===== config.mk =====
export PLATFORM = sky130hd
export DESIGN_NAME = izh_tdm_sched
export DESIGN_NICKNAME = d
export VERILOG_FILES = /design/src/rtl/izh_tdm_sched.sv
export SDC_FILE = /design/constraint.sdc
export NUM_CORES = 1
export LEC_CHECK = 0
export ABC_AREA = 1
export ABC_CLOCK_PERIOD_IN_PS = 5900
export CORE_ASPECT_RATIO = 0.75
export CORE_MARGIN = 2
export CORE_UTILIZATION = 61
export CTS_CLUSTER_SIZE = 14
export DETAILED_ROUTE_END_ITERATION = 16
export GPL_TIMING_DRIVEN = 1
export PLACE_DENSITY = 0.86
export REMOVE_ABC_BUFFERS = 1
export SETUP_SLACK_MARGIN = 0.2
export SLEW_MARGIN = 5
export SYNTH_ARGS = -nofsm -noshare
export SYNTH_HDL_FRONTEND = slang
export SYNTH_SLANG_ARGS = --single-unit
export TNS_END_PERCENT = 5

===== constraint.sdc =====
create_clock -name clk -period 5.9 [get_ports clk]
set_input_delay 1.77 -clock clk [delete_from_list [all_inputs] [get_ports clk]]
set_output_delay 1.77 -clock clk [all_outputs]
set_load 0.02 [all_outputs]

===== src/rtl/izh_tdm_sched.sv =====
// izh_tdm_sched: time-division scheduler that shares one Izhikevich update
// core among NUM_NEURONS virtual neurons. A tick starts a sweep over all
// neurons in index order. For each neuron the sweep issues it to the core,
// waits for the result, writes it back and queues any spike on the spike port.
//
// Spike port handshake (spk_valid / spk_ready):
//   An event transfers on every rising edge where spk_valid and spk_ready are
//   both high. While spk_valid=1 and spk_ready=0, spk_id holds steady. A new
//   event may load on the same edge that the old one transfers. If no slot is
//   free, the sweep waits in COMMIT without writing back.
module izh_tdm_sched #(
  parameter int         NUM_NEURONS = 4,
  parameter int         IDX_W       = 2,
  parameter logic [7:0] V_RESET     = 8'hBF,
  parameter logic [7:0] U_INIT      = 8'h00,
  parameter int         TIMEOUT     = 15
) (
  input  logic             clk,
  input  logic             reset,
  input  logic             tick,
  input  logic             cur_we,
  input  logic [IDX_W-1:0] cur_addr,
  input  logic [7:0]       cur_data,
  output logic             core_start,
  output logic [7:0]       core_v_in,
  output logic [7:0]       core_u_in,
  output logic [7:0]       core_i_in,
  input  logic             core_done,
  input  logic [7:0]       core_v_out,
  input  logic [7:0]       core_u_out,
  input  logic             core_spike,
  output logic             spk_valid,
  input  logic             spk_ready,
  output logic [IDX_W-1:0] spk_id,
  output logic             busy,
  output logic             sweep_done,
  output logic [15:0]      step_count,
  output logic             overrun,
  output logic             timeout_err,
  input  logic [IDX_W-1:0] mon_addr,
  output logic [7:0]       mon_v
);

  // The wait counter holds 0..TIMEOUT-1. The last value is the cycle on which
  // the neuron is abandoned.
  localparam int               WC_W      = (TIMEOUT < 2) ? 1 : $clog2(TIMEOUT);
  localparam logic [WC_W-1:0]  WAIT_LAST = WC_W'(TIMEOUT - 1);
  localparam logic [IDX_W-1:0] IDX_LAST  = IDX_W'(NUM_NEURONS - 1);

  typedef enum logic [1:0] {
    S_IDLE   = 2'd0,
    S_ISSUE  = 2'd1,
    S_WAIT   = 2'd2,
    S_COMMIT = 2'd3
  } state_t;

  state_t state_q, state_d;

  logic [IDX_W-1:0] idx_q, idx_d;
  logic [WC_W-1:0]  wait_cnt_q, wait_cnt_d;

  // Per-neuron register files.
  logic [7:0] v_mem [NUM_NEURONS];
  logic [7:0] u_mem [NUM_NEURONS];
  logic [7:0] i_mem [NUM_NEURONS];

  // Holds the core result between WAIT and COMMIT. hold_abandon marks a
  // timed-out neuron, which keeps its old state and raises no spike.
  logic [7:0] hold_v, hold_u;
  logic       hold_spike, hold_abandon;

  // Strobes decoded by the next-state logic.
  logic issue_load;
  logic hold_load;
  logic timeout_hit;
  logic wb_en;
  logic spk_load;
  logic commit_go;
  logic slot_free;
  logic cur_ok;
  logic mon_ok;

  // Addresses above NUM_NEURONS-1 can exist only when NUM_NEURONS is not a
  // power of two. Writes to them are dropped and monitor reads return 0.
  if (NUM_NEURONS == (1 << IDX_W)) begin : g_full_range
    assign cur_ok = 1'b1;
    assign mon_ok = 1'b1;
  end else begin : g_part_range
    assign cur_ok = (cur_addr < IDX_W'(NUM_NEURONS));
    assign mon_ok = (mon_addr < IDX_W'(NUM_NEURONS));
  end

  assign busy       = (state_q != S_IDLE);
  assign core_start = (state_q == S_ISSUE);
  assign slot_free  = !spk_valid || spk_ready;
  assign mon_v      = mon_ok ? v_mem[mon_addr] : 8'h00;

  // Next-state decode: sweep sequencing, timeout and commit/backpressure decision.
  always_comb begin
    state_d     = state_q;
    idx_d       = idx_q;
    wait_cnt_d  = wait_cnt_q;
    issue_load  = 1'b0;
    hold_load   = 1'b0;
    timeout_hit = 1'b0;
    wb_en       = 1'b0;
    spk_load    = 1'b0;
    commit_go   = 1'b0;
    sweep_done  = 1'b0;
    case (state_q)
      S_IDLE: begin
        if (tick) begin
          idx_d      = '0;
          issue_load = 1'b1;
          state_d    = S_ISSUE;
        end
      end
      S_ISSUE: begin
        wait_cnt_d = '0;
        state_d    = S_WAIT;
      end
      S_WAIT: begin
        if (core_done) begin
          hold_load = 1'b1;
          state_d   = S_COMMIT;
        end else if (wait_cnt_q == WAIT_LAST) begin
          timeout_hit = 1'b1;
          state_d     = S_COMMIT;
        end else begin
          wait_cnt_d = wait_cnt_q + WC_W'(1);
        end
      end
      S_COMMIT: begin
        if (hold_abandon) begin
          commit_go = 1'b1;
        end else if (!hold_spike) begin
          wb_en     = 1'b1;
          commit_go = 1'b1;
        end else if (slot_free) begin
          wb_en     = 1'b1;
          spk_load  = 1'b1;
          commit_go = 1'b1;
        end
        if (commit_go) begin
          if (idx_q == IDX_LAST) begin
            sweep_done = 1'b1;
            state_d    = S_IDLE;
          end else begin
            idx_d      = idx_q + IDX_W'(1);
            issue_load = 1'b1;
            state_d    = S_ISSUE;
          end
        end
      end
      default: state_d = S_IDLE;
    endcase
  end

  // Control registers: FSM state, neuron index, wait counter, status flags.
  always_ff @(posedge clk) begin
    if (reset) begin
      state_q     <= S_IDLE;
      idx_q       <= '0;
      wait_cnt_q  <= '0;
      step_count  <= 16'd0;
      overrun     <= 1'b0;
      timeout_err <= 1'b0;
    end else begin
      state_q    <= state_d;
      idx_q      <= idx_d;
      wait_cnt_q <= wait_cnt_d;
      if (sweep_done) begin
        step_count <= step_count + 16'd1;
      end
      if (tick && busy) begin
        overrun <= 1'b1;
      end
      if (timeout_hit) begin
        timeout_err <= 1'b1;
      end
    end
  end

  // Register files: result writeback at COMMIT, host current writes every cycle.
  always_ff @(posedge clk) begin
    if (reset) begin
      for (int n = 0; n < NUM_NEURONS; n++) begin
        v_mem[n] <= V_RESET;
        u_mem[n] <= U_INIT;
        i_mem[n] <= 8'h00;
      end
    end else begin
      if (wb_en) begin
        v_mem[idx_q] <= hold_v;
        u_mem[idx_q] <= hold_u;
      end
      if (cur_we && cur_ok) begin
        i_mem[cur_addr] <= cur_data;
      end
    end
  end

  // Issue operands are loaded on the edge that enters ISSUE. A current write
  // that lands on the same edge reaches the next sweep, not this one.
  always_ff @(posedge clk) begin
    if (reset) begin
      core_v_in <= 8'h00;
      core_u_in <= 8'h00;
      core_i_in <= 8'h00;
    end else if (issue_load) begin
      core_v_in <= v_mem[idx_d];
      core_u_in <= u_mem[idx_d];
      core_i_in <= i_mem[idx_d];
    end
  end

  // Capture the core response. A timeout marks the neuron as abandoned.
  always_ff @(posedge clk) begin
    if (reset) begin
      hold_v       <= 8'h00;
      hold_u       <= 8'h00;
      hold_spike   <= 1'b0;
      hold_abandon <= 1'b0;
    end else if (hold_load) begin
      hold_v       <= core_v_out;
      hold_u       <= core_u_out;
      hold_spike   <= core_spike;
      hold_abandon <= 1'b0;
    end else if (timeout_hit) begin
      hold_spike   <= 1'b0;
      hold_abandon <= 1'b1;
    end
  end

  // Spike output slot. A new load takes priority over the clear on transfer.
  always_ff @(posedge clk) begin
    if (reset) begin
      spk_valid <= 1'b0;
      spk_id    <= '0;
    end else if (spk_load) begin
      spk_valid <= 1'b1;
      spk_id    <= idx_q;
    end else if (spk_valid && spk_ready) begin
      spk_valid <= 1'b0;
    end
  end

endmodule


==> key figures, run 1 <==
Logic synthesis
  – Cells after synthesis: 992
  – Sequential area share after synthesis: 54.43%
  – Synth area leader: edfxtp_1
  – Mux contribution to synthesized area: 0%
  – Synth cell types: 31
  – Seq cells post-synth: 167
  – Post-Syn Area: 7908 µm²
  – Largest family of logic cells by synthesized area: simple AND/OR/NAND/NOR gates
  – Synth area leaders: edfxtp_1, dfxtp_1, inv_1
  – Post-synthesis compound-gate area fraction: around 7%
  – Post-synthesis adder-cell area fraction: 1.108%
  – Area share of and/or/nand/nor cells after synthesis: 24.98%
  – Mapped Avg Cell Area: 7.971 µm²
  – Ys Warns: 0
  – Xor/xnor share of the synthesized area: 0.3323%
  – Yosys top cell area share: 36.46%

Worst setup path
  – Max FO, Critical Path: 24
  – Capturing point of the worst reg2reg path: wait_cnt_q[2]$_SDFFE_PP0P_
  – Crit path largest cell delay: 0.62 ns
  – CP Launch Type: primary input
  – R2r setup slk: between 3 and 4 ns
  – Critical Path RT: 4.13 ns
  – CP Buf/Inv Count: 3
  – Worst path slowest cell: clkdlybuf4s50_1
  – Critical setup path kind: in -> out
  – Top delay family on crit path: buffers and inverters
  – Worst-path cell chain: clkdlybuf4s50_1 -> inv_1 -> o21ai_0 -> a21oi_1 -> a21oi_1 -> clkdlybuf4s50_1
  – Reg2reg start: state_q[0]$_SDFFE_PP0P_
  – R2R depth: 10
  – Critical path arrival: 3.65 ns
  – Worst setup EP type: primary output

STA
  – Final count of hold timing violations: 0
  – RSZ-0062 raised after global routing: false
  – Max-slew violations: 0
  – Total Neg Setup Slack: 0 ns
  – Fin crit period: 5.421 ns
  – Tcrit/Tclk final: 91.87%
  – Maximum clock frequency: 184.5 MHz
  – Relative slew slack: 18.33%
  – Final Skew: 0.008937 ns
  – Setup-failing EPs final: 0
  – Final setup margin: roughly 0.48 ns
  – Hold slack: 0.4767 ns
  – Slew at the pin with the worst max-slew slack: about 1.2 ns

Hold path
  – HP Start: timeout_err$_SDFFE_PP0P_
  – Cell depth of the worst hold path: 2
  – Hold Path End: timeout_err$_SDFFE_PP0P_
  – HP Class: reg -> reg

Finish
  – Layout cells sized above 1: 4.824%
  – Diodes inserted: 0
  – Area growth from synthesis to layout: 19.78%
  – Multi-input logic area: roughly 2700 µm²
  – Register area: 4304 µm²
  – Final #Nets: 1107
  – Filler Cell Count: 892

Global route
  – GRT overflow: 0
  – Vias in the first global route: 6468
  – Global-route wire length before repair: 30.05 mm
  – GRT Overall Usage: 28.29%
  – Largest net degree at the start of global routing: 50
  – Initial antenna violation count: 0

Clock tree
  – Post-CTS resize count: 0
  – Post-CTS Setup Bufs: 0
  – H-tree Lvls: 4
  – Clk Latency, worst-skew pair: 0.43 ns
  – CTS root buf: clkbuf_16
  – Total CTS buffers: 17
  – Hold buffer count at cts: 0
  – Clk sinks: 167
  – Clock tree buffer depth: 2
  – CTS tree: done
  – Worst-path clk slew: 0.06 ns

Detailed routing
  – Detailed Route WL: 19.09 mm
  – Post-DR wirelength/cell: 15.35 µm
  – DR vias: 6814
  – First-pass detailed-route iteration total: 6
  – Routed Antenna Nets: 0
  – Remaining DRCs: 0
  – DRT iter0 DRCs: 767
  – Mean number of vias per cell: 5.477

Pwr
  – Power Density: about 380 nW/µm²
  – Leak: 4.114 nW
  – Worst vdd ir: 0.2720 mV

Outcome
  – Outcome: complete, no violations

Place
  – # port buffers: 90
  – Dpl hpwl: 12.14 mm
  – Post-Place Worst Slack: roughly 0.48 ns
  – RePlAce Congestion: 0.9038

Floorplan
  – Row Count: 35
  – Core footprint: 12480 µm²
  – Die Ht: roughly 100 µm
  – Top-Level Pins: 91
  – Die area: 13900 µm²
  – Die Wd: 135.5 µm
  – Initial Util: 63.36%

Flow run
  – Max Cap Viol: 0
placed cells by master, fill, tap and decap left out, drive strengths merged, types with 19 or more instances in the layout:
master         instances
nand3                130
a21oi                 59
clkbuf                19
edfxtp                96
nand2                155
clkdlybuf4s50         89
dfxtp                 71
o21ai                 46
nor2                 163
inv                  191
cell usage after synthesis, drive strengths merged:
cell type / number
xnor2: 1
nand4: 3
clkinv: 3
ha: 7
o22ai: 1
a21oi: 59
o21bai: 1
dfxtp: 71
or2: 1
nor3b: 1
xor2: 2
nor3: 14
nand3: 130
buf: 23
inv: 190
o21ai: 46
o31ai: 1
clkbuf: 22
nand2: 155
nor2: 163
a211oi: 2
edfxtp: 96
kinds of logic after synthesis:
group / after synthesis
xor+xnor: 3
compound gates: 110
flops: 167
fa+ha+maj: 7
buf+inv: 238
simple gates: 467
power breakdown:
| part | switching, mW | internal, mW |
|---|---|---|
| Combinational | 0.648 | 0.390 |
| Clock | 0.457 | 0.674 |
| Sequential | 0.0738 | 1.38 |
| Total | 1.18 | 2.45 |
how the worst max path moves through the flow:
| stage | start | endpoint | slack (ns) | cells after the start |
|---|---|---|---|---|
| final | mon_addr[0] | mon_v[1] | 0.48 | 6 |
| after global routing | mon_addr[0] | mon_v[1] | 0.31 | 6 |
| after CTS | mon_addr[0] | mon_v[6] | 0.48 | 6 |
| after detailed placement | mon_addr[0] | mon_v[6] | 0.48 | 6 |
| after global placement | mon_addr[0] | mon_v[6] | 0.51 | 6 |
| after floorplan | mon_addr[0] | mon_v[0] | 1.55 | 4 |
layer usage:
| metal | wire, µm | track usage (%) | vias up |
|---|---|---|---|
| li1 | - | - | 3285 |
| met3 | 1668 | 6.637 | 56 |
| met4 | 529 | 15.46 | 0 |
| met1 | 7980 | 35.51 | 3126 |
| met2 | 8911 | 46.19 | 347 |
| met5 | 0 | 0 | - |
worst min-delay path, cell delays in order (launching register included):
cell and delay (ns):
dfxtp_1 0.33, nor2_1 0.05, nor2_1 0.07
final cells by class:
class	count	area share, %
timing repair buffer	99	10.30
clock inverter	13	1.625
tap	166	2.193
clock buffer	19	4.676
inverter	193	7.649
multi-input combinational	587	28.11
sequential	167	45.44
per-stage QoR:
| stage | utilization, % | cell area (µm²) | instances | power [mW] |
|---|---|---|---|---|
| 2_1_floorplan | - | 7680 | 947 | 2.107 |
| 3_3_place_gp | 71.11 | 8875 | 1212 | 2.474 |
| 4_1_cts | 75.89 | 9472 | 1244 | 3.627 |
| 5_1_grt | 75.89 | 9472 | 1244 | 3.799 |
| 3_5_place_dp | 71.11 | 8875 | 1212 | 2.502 |
| 6_report | 75.89 | 9472 | 1244 | 3.625 |
flip-flops by register name, summed over array words and instances (netlist names), 4 cells and up:
signal / count
v_mem: 32
hold_v: 8
hold_u: 8
core_u_in: 8
core_i_in: 8
core_v_in: 8
step_count: 16
i_mem: 32
u_mem: 32
wait_cnt_q: 4
(Power assumes the default switching activity.)
==> run 2: changes to the inputs <==
CAP_MARGIN = 40   (was default)
==> key figures, run 2 (synthesis gave the netlist of run 1 again) <==
Place
  – Dpl hpwl: ~12 mm
  – # port buffers: 90
  – RePlAce Congestion: 0.9038
  – Post-place instance area: 8907 µm²

Clock tree
  – Clock tree buffer depth: 2
  – Clk Latency, worst-skew pair: 0.43 ns
  – Post-CTS Setup Bufs: 0
  – H-tree Lvls: 4
  – CTS tree: done
  – Total CTS buffers: 17
  – Worst-path clk slew: 0.06 ns
  – Post-CTS resize count: 0
  – Hold buffer count at cts: 0
  – Clk sinks: 167
  – CTS root buf: clkbuf_16

STA
  – Max-slew violations: 0
  – Fin crit period: 5.432 ns
  – RSZ-0062 raised after global routing: false
  – Final Skew: 0.005547 ns
  – Relative slew slack: a little over two fifths
  – Maximum clock frequency: 184.1 MHz
  – Setup-failing EPs final: 0
  – Tcrit/Tclk final: 92.07%
  – Total Neg Setup Slack: 0 ns
  – Final count of hold timing violations: 0
  – Slew at the pin with the worst max-slew slack: 0.8424 ns

Finish
  – Commonest non-fill, non-tap cell in the layout: inv_1
  – Diodes inserted: 0
  – Largest regs: i_mem (32), u_mem (32), v_mem (32)
  – Commonest cells after routing, fill and taps aside: inv_1, nor2_1, nand2_1, nand3_1, edfxtp_1
  – Area growth from synthesis to layout: 20.27%
  – Final #Nets: 1109
  – Fin util: 76.20%
  – Layout cells sized above 1: 4.907%
  – Final Instance Area: 9510 µm²

Worst setup path
  – CP Launch Type: primary input
  – Critical Path RT: 4.13 ns
  – R2R depth: 10
  – Critical setup path kind: in -> out
  – Worst-path cell chain: clkdlybuf4s50_1 -> inv_1 -> nand2_1 -> a21oi_1 -> clkdlybuf4s50_1
  – Crit path largest cell delay: 0.64 ns
  – Reg2reg start: state_q[0]$_SDFFE_PP0P_
  – R2r setup slk: 3.09 ns
  – Instance count on the critical path: 5
  – CP Buf/Inv Count: 3
  – Worst path slowest cell: clkdlybuf4s50_1
  – Crit path to: mon_v[6]
  – Most frequent CP cell: clkdlybuf4s50_1
  – Critical path arrival: 3.66 ns
  – Capturing point of the worst reg2reg path: wait_cnt_q[2]$_SDFFE_PP0P_
  – Max FO, Critical Path: 24
  – Top delay family on crit path: buffers and inverters
  – Worst setup startpoint: mon_addr[0]
  – Worst setup EP type: primary output

Global route
  – Initial antenna violation count: 0
  – Global-route wire length before repair: 30.17 mm
  – GRT overflow: 0
  – Vias in the first global route: approximately 6500
  – Largest net degree at the start of global routing: 50
  – GRT Overall Usage: 28.28%

Outcome
  – Outcome: complete, no violations

Flow run
  – Max Cap Viol: 0

Floorplan
  – Die Wd: 135.5 µm
  – Initial Util: between 60 and 70%
  – Die Ht: 102.6 µm
  – Top-Level Pins: 91
  – Core footprint: 12480 µm²
  – Row Count: 35
  – Die area: 13900 µm²

Detailed routing
  – Mean number of vias per cell: about 5.4
  – First-pass detailed-route iteration total: 5
  – DRT iter0 DRCs: 739
  – Post-DR wirelength/cell: about 15 µm
  – Routed Antenna Nets: 0
  – DR vias: 6767
  – Detailed Route WL: 18.99 mm
  – Remaining DRCs: 0

Pwr
  – Leak: 4.146 nW
  – Power Density: 382.8 nW/µm²
  – Worst vdd ir: between 0.2 and 0.3 mV

Hold path
  – HP Class: reg -> reg
[run 2: cell count changes in the layout (fill, tap and decap cells not counted), sizes merged]
cell / change
buf: +2
clkinvlp: -3
clkinv: -2
bufinv: -2
clkbuf: +7
[run 2: layout make-up]
type / count / area (µm²)
sequential: 167 / 4304
fill: 891 / 2970
multi-input combinational: 587 / 2663
timing repair buffer: 101 / 1008
inverter: 193 / 724.4
clock buffer: 26 / 546.8
tap: 166 / 207.7
clock inverter: 6 / 56.30
[run 2: metal layers]
metal  vias up  global-route usage, %  share of wire [%]
met5         -                      0                  0
met3        51                  7.080                9.9
met2       348                  47.36                 47
li1       3294                      -                  -
met1      3074                  35.33                 41
met4         0                  12.74                2.3
[run 2: through the flow]
| step | hold WS (ns) | total power [mW] | setup slack (ns) | std cells |
|---|---|---|---|---|
| after global placement | 0.4523 | 2.474 | 0.5093 | 1212 |
| after CTS | 0.4726 | 3.638 | 0.4421 | 1246 |
| final | 0.4749 | 3.640 | 0.4677 | 1246 |
| after detailed placement | 0.4581 | 2.527 | 0.4976 | 1214 |
| after floorplan | 0.4386 | 2.107 | 1.550 | 947 |
| after global routing | 0.4876 | 3.808 | 0.2978 | 1246 |
[run 2: worst min-delay path by stage]
stage,start,cells after the start,slack [ns],end
after floorplan,wait_cnt_q[3]$_SDFFE_PP0P_,2,0.44,wait_cnt_q[3]$_SDFFE_PP0P_
after global placement,wait_cnt_q[3]$_SDFFE_PP0P_,2,0.45,wait_cnt_q[3]$_SDFFE_PP0P_
after detailed placement,step_count[4]$_SDFFE_PP0P_,2,0.46,step_count[4]$_SDFFE_PP0P_
after CTS,wait_cnt_q[3]$_SDFFE_PP0P_,2,0.47,wait_cnt_q[3]$_SDFFE_PP0P_
after global routing,step_count[4]$_SDFFE_PP0P_,2,0.49,step_count[4]$_SDFFE_PP0P_
final,wait_cnt_q[3]$_SDFFE_PP0P_,2,0.47,wait_cnt_q[3]$_SDFFE_PP0P_
[run 2: power by group]
| part | switching, mW | internal [mW] |
|---|---|---|
| Combinational | 0.653 | 0.412 |
| Clock | 0.436 | 0.681 |
| Sequential | 0.0743 | 1.38 |
| Total | 1.16 | 2.48 |
[run 2: worst reg2reg max path: cells and delay by family (launching register included)]
family,cells,cell delay [ns]
compound gates,2,0.24
fa+ha+maj,1,0.24
buf+inv,3,0.69
flops,1,0.43
simple gates,4,1.09
